File: config.mk
export PLATFORM = sky130hd
export DESIGN_NAME = mem_arbiter
export DESIGN_NICKNAME = d
export VERILOG_FILES = /design/src/rtl/mem_arbiter.sv
export SDC_FILE = /design/constraint.sdc
export NUM_CORES = 1
export LEC_CHECK = 0
export CELL_PAD_IN_SITES_DETAIL_PLACEMENT = 1
export CELL_PAD_IN_SITES_GLOBAL_PLACEMENT = 1
export CORE_AREA = 2 2 167 169
export DETAILED_ROUTE_END_ITERATION = 6
export DIE_AREA = 0 0 169 171
export GPL_ROUTABILITY_DRIVEN = 0
export HOLD_SLACK_MARGIN = 0.12
export MAX_ROUTING_LAYER = met4
export PLACE_DENSITY_LB_ADDON = 0.1
export REMOVE_ABC_BUFFERS = 1
export SYNTH_ARGS = -nofsm -noshare
export SYNTH_HDL_FRONTEND = slang
export SYNTH_SLANG_ARGS = --single-unit
File: constraint.sdc
create_clock -name CLK -period 3.45 [get_ports CLK]
set_input_delay 0.69 -clock CLK [delete_from_list [all_inputs] [get_ports CLK]]
set_output_delay 0.69 -clock CLK [all_outputs]
set_load 0.02 [all_outputs]
File: src/rtl/mem_arbiter.sv
// mem_arbiter: hands the single-ported RAM to one icache/dcache requester at a time.
// Dcache beats icache, cores rotate round-robin, and a grant is held across a block burst.
module mem_arbiter #(
  parameter int CPUS      = 2,
  parameter int MAX_BURST = 4
) (
  input  logic                  CLK,
  input  logic                  nRST,
  input  logic [CPUS-1:0]       iREN,
  input  logic [CPUS-1:0][31:0] iaddr,
  output logic [CPUS-1:0]       iwait,
  output logic [CPUS-1:0][31:0] iload,
  input  logic [CPUS-1:0]       dREN,
  input  logic [CPUS-1:0]       dWEN,
  input  logic [CPUS-1:0][31:0] daddr,
  input  logic [CPUS-1:0][31:0] dstore,
  output logic [CPUS-1:0]       dwait,
  output logic [CPUS-1:0][31:0] dload,
  output logic                  ramREN,
  output logic                  ramWEN,
  output logic [31:0]           ramaddr,
  output logic [31:0]           ramstore,
  input  logic [31:0]           ramload,
  input  logic [1:0]            ramstate,
  output logic                  ram_err
);
  localparam int CW = (CPUS > 1) ? $clog2(CPUS) : 1;
  localparam int BW = $clog2(MAX_BURST + 1);
  localparam logic [CW-1:0] LAST_INIT = CW'(CPUS - 1);
  localparam logic [BW-1:0] BURST_MAX = BW'(MAX_BURST);
  localparam logic [1:0]    RS_ACCESS = 2'd2;
  localparam logic [1:0]    RS_ERROR  = 2'd3;

  typedef enum logic {IDLE = 1'b0, GRANT = 1'b1} state_t;

  state_t          state;
  logic [CW-1:0]   owner_cpu;
  logic            owner_d;
  logic [CW-1:0]   last_cpu;
  logic [BW-1:0]   burst_cnt;

  logic [CPUS-1:0] d_pend;
  logic [CPUS-1:0] win_vec;
  logic            win_found;
  logic            win_d;
  logic [CW-1:0]   win_cpu;
  logic            owner_pend;
  logic            is_access;
  logic            is_error;
  logic            release_grant;
  logic [BW-1:0]   burst_next;

  assign iload = {CPUS{ramload}};
  assign dload = {CPUS{ramload}};

  // Winner search: dcache class first, then rotate from the core after the last winner.
  always_comb begin
    int idx;
    idx       = 0;
    d_pend    = dREN | dWEN;
    win_d     = |d_pend;
    win_vec   = win_d ? d_pend : iREN;
    win_found = 1'b0;
    win_cpu   = '0;
    for (int k = 1; k <= CPUS; k++) begin
      idx = int'(last_cpu) + k;
      if (idx >= CPUS) idx = idx - CPUS;
      if (!win_found && win_vec[CW'(idx)]) begin
        win_found = 1'b1;
        win_cpu   = CW'(idx);
      end
    end
  end

  // Owner routing; a dropped request leaves every RAM pin idle for this cycle.
  always_comb begin
    ramREN        = 1'b0;
    ramWEN        = 1'b0;
    ramaddr       = '0;
    ramstore      = '0;
    iwait         = '1;
    dwait         = '1;
    is_access     = (ramstate == RS_ACCESS);
    is_error      = (ramstate == RS_ERROR);
    owner_pend    = owner_d ? (dREN[owner_cpu] | dWEN[owner_cpu]) : iREN[owner_cpu];
    burst_next    = burst_cnt + BW'(is_access);
    release_grant = !owner_pend ||
                    (is_access && (!owner_d || (burst_next == BURST_MAX)));
    if (state == GRANT) begin
      if (owner_d) begin
        dwait[owner_cpu] = !is_access;
        if (owner_pend) begin
          ramWEN   = dWEN[owner_cpu];
          ramREN   = dREN[owner_cpu] & ~dWEN[owner_cpu];
          ramaddr  = daddr[owner_cpu];
          ramstore = dstore[owner_cpu];
        end
      end else begin
        iwait[owner_cpu] = !is_access;
        if (owner_pend) begin
          ramREN  = 1'b1;
          ramaddr = iaddr[owner_cpu];
        end
      end
    end
  end

  always_ff @(posedge CLK or negedge nRST) begin
    if (!nRST) begin
      state     <= IDLE;
      owner_cpu <= '0;
      owner_d   <= 1'b0;
      last_cpu  <= LAST_INIT;
      burst_cnt <= '0;
      ram_err   <= 1'b0;
    end else begin
      case (state)
        IDLE: begin
          if (win_found) begin
            state     <= GRANT;
            owner_cpu <= win_cpu;
            owner_d   <= win_d;
            last_cpu  <= win_cpu;
            burst_cnt <= '0;
          end
        end
        GRANT: begin
          burst_cnt <= burst_next;
          if (is_error) ram_err <= 1'b1;
          if (release_grant) state <= IDLE;
        end
        default: state <= IDLE;
      endcase
    end
  end

endmodule

==> impl_metrics.yaml <==
drt:
  avgRoutedWirePerCell_um: 22.5
  vias: 3058
  drt_iter0_markers: 104
  ant_nets: 0
  routed_wl_mm: 18.2
  viasPerCell: 3.78
  drc: 0
  firstDrtPassIters: 4
worst_setup_path:
  crit_fanout: 8
  crit_arrival_ps: 2590
  r2r_end: "state$_DFF_PN0_"
  crit_path_frequent_cell: "clkdlybuf4s50_1"
  required_ps: 2760
  cp_slowest_stage_delay_ps: 520
  crit_start: "iREN[0]"
  worst_path_max_delay_cell: "clkdlybuf4s50_1"
  regToRegStartpoint: "owner_cpu$_DFFE_PN0P_"
  cp-endpoint: "ramaddr[1]"
  r2r_cells: 5
  worstSetupPathType: "in2out"
  cp-end-kind: "output port"
  crit_path_start_kind: "input port"
  cp_cell_sequence: "clkdlybuf4s50_1 -> mux2_2 -> o21ai_1 -> nand2b_2 -> buf_4 -> and2b_1 -> clkdlybuf4s50_1"
  r2r_setup_slack_ps: 2020
logic_synthesis:
  netlist_instances: 325
  ys_top_cells_by_area: "buf_4 (33%), mux4_2 (20%), mux2i_1 (11%), nor2b_1 (6.2%), dfrtp_1 (5.8%)"
  synth_common_cells: "buf_4 (132), nor2_1 (37), mux2i_1 (33)"
  syn-mean-instance-area_sq_um: 9.27
  ys_seq_area_frac: 0.0668
  synth_cell_types: 41
  ys.flop_type: "dfrtp_1"
  ys_seq_elements: 8
  async_reset_ff_frac: 1.00
  synth_edf_count: 0
  synth.most_common_cell: "buf_4"
  yosys_warnings: 0
  syn_area_sq_mm: 0.00301
  synth_largest_area_cell: "buf_4"
  synth_top_area_share: 0.329
die:
  ioPinCount: 433
  die_h_um: 171
  die_area_sq_mm: 0.0289
  initial_core_util: 0.110
  rows: 61
  die_w_um: 169
  coreArea_sq_mm: 0.0273
clocking:
  clockBufferDepth: 2
  cts_sinks: 8
  htreeDepth: 1
  cts_tree: "built"
  clk_latency_ps: 230
  holdBufCountCts: 0
  clkTransAtPathRegs_ps: 40
  root_buffer: "clkbuf_16"
  numCtsBuffers: 3
final_layout:
  nets: 698
  synthToLayoutAreaGrowth_pct: 73.7
  insertedDiodeCount: 0
  utilization: 0.192
  drive_gt1_frac: 0.106
global_route:
  grt_overflow: 0
  grt_max_degree: 34
  grt_pass1_vias: 3448
  grt_usage: 0.123
  antenna_found_initial: 0
  grt_pass1_wl_mm: 25.1
power:
  vdd_drop_max_v: 0.000220
  powerDensity_mw_per_mm2: 642
  leakagePower_nw: 1.95
sta:
  finalSetupViolCount: 0
  drv_slew: 0
  period_needed_ps: 3280
  fin_hold_ws_ps: 471
  fmax_ghz: 0.305
  worst_slew_pin_slew_ps: 437
  rsz0062_at_grt: "no"
  finClkSkew_ps: 3.52
  post-route-period-util: 0.951
  slew_headroom: 0.708
  hold_viol: 0
outcome:
  outcome: "finished clean"
min_path:
  hp-class: "reg2reg"
placement:
  dp_hpwl_mm: 15.3
  io_buffers: 272
job:
  cap_violations: 0
[cells in the final DEF, fill, tap and decap left out, drive strengths merged, types with 2 or more instances in the layout]
cell           Yosys  routed
nand2              3       3
nand2b             2       2
clkbuf             2       4
a21oi              4       4
mux2i             33      33
o21ai              2       2
nor2b             32      32
clkdlybuf4s50      0     271
dfrtp              7       7
nor2              37      37
a22o               3       3
nand4              2       2
xor2               2       2
buf              145       8
mux4              32      32
inv                3       3
[worst max-delay path: cells and delay by family]
| kind | cells | cell delay [ps] |
|---|---|---|
| buffers and inverters | 3 | 1110 |
| AOI/OAI and AO/OA | 1 | 140 |
| and+or+nand+nor | 2 | 380 |
| muxes | 1 | 270 |
[what timing repair did]
item                                   4_1_cts  5_1_grt
gates resized for setup                      0        1
buffers inserted                             0        0
setup endpoints to repair                    0        1
endpoints found under the hold margin        0        0
[layer usage]
layer | global-route usage | up-vias | part of all wire
li1 | - | 1273 | -
met1 | 0.146 | 1445 | 0.42
met2 | 0.171 | 338 | 0.40
met3 | 0.0939 | 2 | 0.19
met4 | 0.00780 | 0 | 0.0019
met5 | - | - | 0
[through the flow]
stage               instance area (sq um)  setup slack (ps)  setup TNS [ps]  cells  total power [mW]
CTS                                  5230               122               0    808              3.46
global route                         5240              34.1               0    808              3.62
floorplan                            1880             -1090          -70190    178              1.83
finish                               5240               168               0    808              3.36
global placement                     5150               103               0    804              3.24
detailed placement                   5150               125               0    804              3.24
[power by group]
| part | internal [mW] | switching, mW | leakage, nW |
|---|---|---|---|
| clock network | 0.154 | 0.0460 | 0.0382 |
| registers | 0.139 | 0.0473 | 0.0919 |
| logic | 1.55 | 1.42 | 1.82 |
[cell type report]
class                   count  area, sq um
clock buffers               4         78.8
fillers                  3176        22100
inverters                   3         11.3
multi-input cells         167         1670
flip-flops and latches      8          206
well taps                 346          433
repair buffers            280         2840
[registers in the layout (all words and copies together), names as in the netlist]
signal     count
owner_cpu      1
ram_err        1
last_cpu       1
owner_d        1
burst_cnt      3
state          1
[worst min-delay path by stage]
stage	startpoint	end	slack, ps	cells after the start
after global placement	ram_err$_DFFE_PN0P_	ram_err$_DFFE_PN0P_	460	1
after floorplan	nRST	burst_cnt[0]$_DFFE_PN0P_	390	0
after CTS	ram_err$_DFFE_PN0P_	ram_err$_DFFE_PN0P_	480	1
after global routing	ram_err$_DFFE_PN0P_	ram_err$_DFFE_PN0P_	500	1
final	ram_err$_DFFE_PN0P_	ram_err$_DFFE_PN0P_	470	1
after detailed placement	ram_err$_DFFE_PN0P_	ram_err$_DFFE_PN0P_	470	1
[kinds of logic (layout without fill, tap and decap cells)]
| group | count (synthesis) | in the layout | synth area share |
|---|---|---|---|
| flip-flops | 8 | 8 | 0.0668 |
| multiplexers | 66 | 66 | 0.359 |
| adder cells (fa/ha/maj) | 1 | 1 | 0.00415 |
| AND/OR/NAND/NOR | 84 | 84 | 0.151 |
| buffers and inverters | 150 | 287 | 0.379 |
| AO/OA/AOI/OAI | 13 | 13 | 0.0320 |
| XOR/XNOR | 3 | 3 | 0.00872 |
(Power assumes the default switching activity.)
